<file path="src/rtl/wt_dcache_flush_ctrl.sv">
// ---------------------------------------------------------------------------
// wt_dcache_flush_ctrl
//
// Purpose:
//   Invalidation sequencer for the L1 write-through dcache. It clears
//   tag/valid entries through the full-cacheline write port of the dcache
//   memory array. Two operations are supported:
//     - whole-cache flush: drain the write buffer, then walk every set and
//       clear all ways, then pulse flush_ack_o.
//     - single-line invalidate: clear the selected ways of one set, then
//       pulse inv_ack_o.
//   While an operation is in progress busy_o stalls new loads and stores.
//
// Ports:
//   clk_i, rst_i            clock, asynchronous active-high reset
//   flush_req_i/flush_ack_o full-flush request (level) / completion pulse
//   inv_req_i/inv_ack_o     invalidate request (level) / completion pulse
//   inv_idx_i, inv_way_i    set index and way mask, sampled on acceptance
//   wbuffer_empty_i         write buffer has no pending entries
//   busy_o                  controller is active
//   mem_req_o/mem_gnt_i     request/grant for the port-0 cacheline slot
//   wr_cl_*_o, wr_vld_bits_o cacheline write port towards the memory array
// ---------------------------------------------------------------------------
module wt_dcache_flush_ctrl #(
    parameter int unsigned NumSets  = 256,
    parameter int unsigned IdxWidth = $clog2(NumSets),
    parameter int unsigned SetAssoc = 4
) (
    input  logic                clk_i,
    input  logic                rst_i,
    input  logic                flush_req_i,
    output logic                flush_ack_o,
    input  logic                inv_req_i,
    input  logic [IdxWidth-1:0] inv_idx_i,
    input  logic [SetAssoc-1:0] inv_way_i,
    output logic                inv_ack_o,
    input  logic                wbuffer_empty_i,
    output logic                busy_o,
    output logic                mem_req_o,
    input  logic                mem_gnt_i,
    output logic                wr_cl_vld_o,
    output logic [SetAssoc-1:0] wr_cl_we_o,
    output logic [IdxWidth-1:0] wr_cl_idx_o,
    output logic [SetAssoc-1:0] wr_vld_bits_o,
    output logic                wr_cl_nc_o
);

    localparam logic [2:0] StIdle  = 3'd0;
    localparam logic [2:0] StDrain = 3'd1;
    localparam logic [2:0] StFlush = 3'd2;
    localparam logic [2:0] StInv   = 3'd3;
    localparam logic [2:0] StDone  = 3'd4;

    localparam logic [IdxWidth-1:0] LastIdx = IdxWidth'(NumSets - 1);

    logic [2:0]          r_state;
    logic [IdxWidth-1:0] r_cnt;
    logic [IdxWidth-1:0] r_inv_idx;
    logic [SetAssoc-1:0] r_inv_way;
    logic                r_inv_ack;

    logic [2:0]          w_next_state;
    logic [IdxWidth-1:0] w_cnt_next;
    logic                w_accept_inv;
    logic                w_inv_ack_next;

    // Next-state logic. Flush has priority over invalidate in IDLE. An
    // invalidate request is not re-accepted during the cycle its ack is
    // pulsing, because the requester is still holding the level request in
    // that cycle; accepting it again would produce a second ack.
    always_comb begin
        w_next_state   = r_state;
        w_cnt_next     = r_cnt;
        w_accept_inv   = 1'b0;
        w_inv_ack_next = 1'b0;
        case (r_state)
            StIdle: begin
                if (flush_req_i) begin
                    w_next_state = StDrain;
                end else if (inv_req_i && !r_inv_ack) begin
                    if (|inv_way_i) begin
                        w_accept_inv = 1'b1;
                        w_next_state = StInv;
                    end else begin
                        // Empty way mask: nothing to write, acknowledge directly.
                        w_inv_ack_next = 1'b1;
                    end
                end
            end
            StDrain: begin
                if (wbuffer_empty_i) begin
                    w_next_state = StFlush;
                    w_cnt_next   = '0;
                end
            end
            StFlush: begin
                if (mem_gnt_i) begin
                    // The counter wraps back to 0 naturally after the last set.
                    w_cnt_next = r_cnt + IdxWidth'(1);
                    if (r_cnt == LastIdx) begin
                        w_next_state = StDone;
                    end
                end
            end
            StInv: begin
                if (mem_gnt_i) begin
                    w_next_state   = StIdle;
                    w_inv_ack_next = 1'b1;
                end
            end
            StDone: begin
                w_next_state = StIdle;
            end
            default: begin
                w_next_state = StIdle;
            end
        endcase
    end

    // State, set counter, latched invalidate target and the registered
    // invalidate acknowledge.
    always_ff @(posedge clk_i or posedge rst_i) begin
        if (rst_i) begin
            r_state   <= StIdle;
            r_cnt     <= '0;
            r_inv_idx <= '0;
            r_inv_way <= '0;
            r_inv_ack <= 1'b0;
        end else begin
            r_state   <= w_next_state;
            r_cnt     <= w_cnt_next;
            r_inv_ack <= w_inv_ack_next;
            if (w_accept_inv) begin
                r_inv_idx <= inv_idx_i;
                r_inv_way <= inv_way_i;
            end
        end
    end

    // Write-port outputs are forced to zero whenever no slot is requested so
    // the arbiter never sees stale index/enable values.
    always_comb begin
        mem_req_o   = (r_state == StFlush) || (r_state == StInv);
        wr_cl_we_o  = '0;
        wr_cl_idx_o = '0;
        if (r_state == StFlush) begin
            wr_cl_we_o  = '1;
            wr_cl_idx_o = r_cnt;
        end else if (r_state == StInv) begin
            wr_cl_we_o  = r_inv_way;
            wr_cl_idx_o = r_inv_idx;
        end
    end

    assign wr_cl_vld_o   = mem_req_o & mem_gnt_i;
    assign wr_vld_bits_o = '0;
    assign wr_cl_nc_o    = 1'b0;
    assign flush_ack_o   = (r_state == StDone);
    assign inv_ack_o     = r_inv_ack;
    assign busy_o        = (r_state != StIdle);

endmodule

</file>
<file path="config.mk">
export PLATFORM = sky130hd
export DESIGN_NAME = wt_dcache_flush_ctrl
export DESIGN_NICKNAME = d
export VERILOG_FILES = /design/src/rtl/wt_dcache_flush_ctrl.sv
export SDC_FILE = /design/constraint.sdc
export NUM_CORES = 1
export LEC_CHECK = 0
export ABC_CLOCK_PERIOD_IN_PS = 1730
export CAP_MARGIN = 40
export CORE_MARGIN = 5
export CORE_UTILIZATION = 25
export DETAILED_ROUTE_END_ITERATION = 16
export PLACE_DENSITY = 0.53
export SLEW_MARGIN = 10
export SYNTH_ARGS = -nofsm -noshare
export SYNTH_HDL_FRONTEND = slang
export SYNTH_SLANG_ARGS = --single-unit
</file>
<file path="constraint.sdc">
create_clock -name clk_i -period 1.73 [get_ports clk_i]
set_input_delay 0.519 -clock clk_i [delete_from_list [all_inputs] [get_ports clk_i]]
set_output_delay 0.519 -clock clk_i [all_outputs]
set_load 0.005 [all_outputs]
</file>
==> flow_metrics.py <==
metrics = {
    "sta": {
        "fmax_mhz": 528,
        "fin_crit_sh_pct": 109,
        "grt_setup_unrepaired": "true",
        "skew_ps": 1.88,
        "setup_viol": 32,
        "fin_crit_ps": 1890,
        "setup_ws_ps": -162,
        "timing.final.max_slew_violations": 0,
        "final_hold_viol_count": 0,
    },
    "clock_network": {
        "root_buffer": "clkbuf_8",
        "hold_buffers": 0,
        "insertion_delay_ps": 260,
        "htreeDepth": 1,
        "path_clk_slew_ps": 80,
        "cts_buffers": 3,
        "cts_buffer_depth": 2,
        "cts_tree": "done",
        "cts.sinks": 24,
    },
    "drt": {
        "vias": 1264,
        "detail-route-antenna-nets": 0,
        "avgViaCountPerCell": 4.63,
        "drt-wirelength-per-cell_um": 14.8,
        "drt-pass1-iter-count": 4,
        "post-route-drc-count": 0,
        "routed_wl_um": 4030,
        "drt-initial-drc-count": 61,
    },
    "layout": {
        "diodes": 0,
        "fillCellCount": 545,
        "multi_input_area_um2": 763,
        "fin_cells": 273,
        "nNetsFinal": 222,
        "layout_commonest_cell": "buf_4",
        "final_cell_mix": "buf_4 (31), dfrtp_1 (22), buf_2 (15)",
        "syn2layout_area_growth_pct": 58.6,
        "drive_gt1_share_pct": 46.3,
        "seq_area_um2": 603,
    },
    "floorplanning": {
        "initial_core_util_pct": 25.5,
        "num_rows": 27,
        "die_h_um": 84.7,
        "placeableCoreArea_um2": 5470,
        "die_w_um": 84.7,
        "ioPinCount": 40,
        "dieArea_um2": 7180,
    },
    "placement": {
        "gp_congestion": 0.769,
        "dp_worst_setup_slack_ps": -555,
        "io_buffers": 34,
        "dp.cells": 252,
        "hpwl_um": 2760,
    },
    "synth": {
        "yosysTopAreaCell": "dfrtp_1",
        "synth_cells": 127,
        "ys_seq_area_share_pct": 43.0,
        "netlist_top_cells_area": "dfrtp_1 (43%), mux2_4 (11%), mux2i_1 (6.5%)",
        "yosysWarnings": 0,
        "synth_cell_types": 38,
        "synth.top_cell.area_share_pct": 43.0,
        "syn_area_um2": 1400,
        "postSynthAreaPerCell_um2": 11.0,
        "ys_ff_latch": 24,
    },
    "power_and_ir_drop": {
        "vdd_drop_max_mv": 0.809,
        "power.density_nw_per_um2": 1450,
        "leakagePower_nw": 1.05,
    },
    "critical_path": {
        "worstSetupStartpointType": "flip-flop",
        "worst-setup-path-type": "reg -> reg",
        "end_kind": "flip-flop",
        "crit_fanout": 12,
        "rrSetupSlack_ps": -160,
        "worstPathRequired_ps": 1880,
        "worstPathArrival_ps": 2050,
    },
    "run_status": {
        "violations": "negative setup slack",
        "outcome": "finished with violations",
    },
    "grt": {
        "grt_max_degree": 25,
        "track_usage_pct": 11.5,
        "grt_pass1_vias": 1440,
        "antenna_found_initial": 0,
        "grt_overflow": 0,
        "grt_pass1_wl_um": 6760,
    },
    "job": {
        "drv_cap": 0,
    },
    "hold_path": {
        "hold_path_class": "reg -> reg",
    },
}
-- cell usage after synthesis --
| cell | number |
|---|---|
| dfrtp_1 | 24 |
| nor2_1 | 14 |
| mux2_4 | 10 |
| mux2i_1 | 9 |
| inv_1 | 6 |
| buf_4 | 5 |
| nand3_1 | 5 |
| a21oi_1 | 4 |
| o21a_1 | 4 |
| o31ai_1 | 4 |
| a211oi_1 | 3 |
| mux2_2 | 3 |
| nor3b_1 | 3 |
| or4_1 | 3 |
| xnor2_1 | 3 |
| buf_6 | 2 |
| clkbuf_1 | 2 |
| nand2_1 | 2 |
| nand3b_1 | 2 |
| a21o_1 | 1 |
| a22o_1 | 1 |
| a32o_1 | 1 |
| and3_1 | 1 |
| and4_1 | 1 |
| buf_1 | 1 |
| buf_2 | 1 |
| clkbuf_2 | 1 |
| conb_1 | 1 |
| ha_1 | 1 |
| nand2b_1 | 1 |
| nand2b_2 | 1 |
| nand4_1 | 1 |
| nor4_1 | 1 |
| nor4b_4 | 1 |
| o21ai_0 | 1 |
| o32a_1 | 1 |
| o41ai_1 | 1 |
| or3_4 | 1 |
-- worst max-delay path, cell delays in order (launching register included) --
cell and delay [ps]:
dfrtp_1 420, buf_6 130, or3_4 400, nor4b_4 250, nand2b_2 110, buf_12 170
mux2_4 300
-- layout make-up --
cell class                      count  share of cell area, %
Clock buffer                        3                   1.86
Sequential cell                    24                   27.2
Multi-Input combinational cell     89                   34.5
Timing Repair Buffer               79                   30.9
Tap cell                           72                   4.07
Inverter                            6                   1.47
-- routing by layer --
layer / wire length (um) / vias up / share of wire [%] / global-route usage [%]
met1: 1760 / 623 / 44 / 13.2
met5: 0 / - / 0 / 0
met4: 14 / 0 / 0.35 / 2.30
li1: - / 598 / - / -
met2: 2050 / 41 / 51 / 21.1
met3: 211 / 2 / 5.2 / 3.24
-- cell families (layout without fill, tap and decap cells) --
kind of cell	after synthesis	in the layout	share of synthesized area (%)
multiplexers	22	22	19.6
AO/OA/AOI/OAI	21	21	10.9
flip-flops	24	24	43.0
AND/OR/NAND/NOR	37	37	16.0
adder cells (fa/ha/maj)	1	1	0.896
buffers and inverters	18	88	7.44
XOR/XNOR	3	3	1.88
other	1	5	0.269
-- report_power, final --
part / total, mW / internal [mW] / leakage, nW / switching, mW
Combinational: 1.95 / 1.17 / 0.729 / 0.776
Sequential: 0.933 / 0.777 / 0.301 / 0.156
Clock: 0.329 / 0.156 / 0.0216 / 0.174
Total: 3.21 / 2.10 / 1.05 / 1.11
-- metrics by stage --
stage | hold slack [ps] | power (mW) | area (um^2) | setup TNS [ps] | util [%]
after floorplan | 479 | 1.76 | 1410 | -1250 | -
after global placement | 492 | 2.54 | 1990 | -10710 | 36.3
after detailed placement | 496 | 2.58 | 1990 | -13100 | 36.3
after CTS | 516 | 3.16 | 2150 | -3880 | 39.3
after global routing | 529 | 3.43 | 2210 | -5350 | 40.5
final | 514 | 3.21 | 2210 | -3300 | 40.5
-- registers in the layout (all words and copies together), names as in the netlist --
name,count
r_cnt,8
r_inv_way,4
r_inv_idx,8
inv_ack_o,1
r_state,3
-- what timing repair did --
action                                 4_1_cts  5_1_grt
setup buffers                               14        5
gates cloned                                 0        0
endpoints found under the hold margin        0        0
setup endpoints to repair                   34       35
gates resized for setup                     95       11
pin swaps                                   13        7
-- path summary, 6_finish.rpt --
check,from,to,depth (start not counted)
setup / recovery,r_state[2]$_DFFE_PP0P_,r_inv_idx[1]$_DFFE_PP0P_,6
hold / removal,r_inv_idx[6]$_DFFE_PP0P_,r_inv_idx[6]$_DFFE_PP0P_,1
setup reg to reg,r_state[2]$_DFFE_PP0P_,r_inv_idx[1]$_DFFE_PP0P_,6
hold reg to reg,r_inv_idx[6]$_DFFE_PP0P_,r_inv_idx[6]$_DFFE_PP0P_,1
max in group asynchronous,rst_i,r_state[1]$_DFFE_PP0P_,3
min in group asynchronous,rst_i,r_inv_idx[5]$_DFFE_PP0P_,3
No activity file was read; power rests on OpenSTA's default activity.
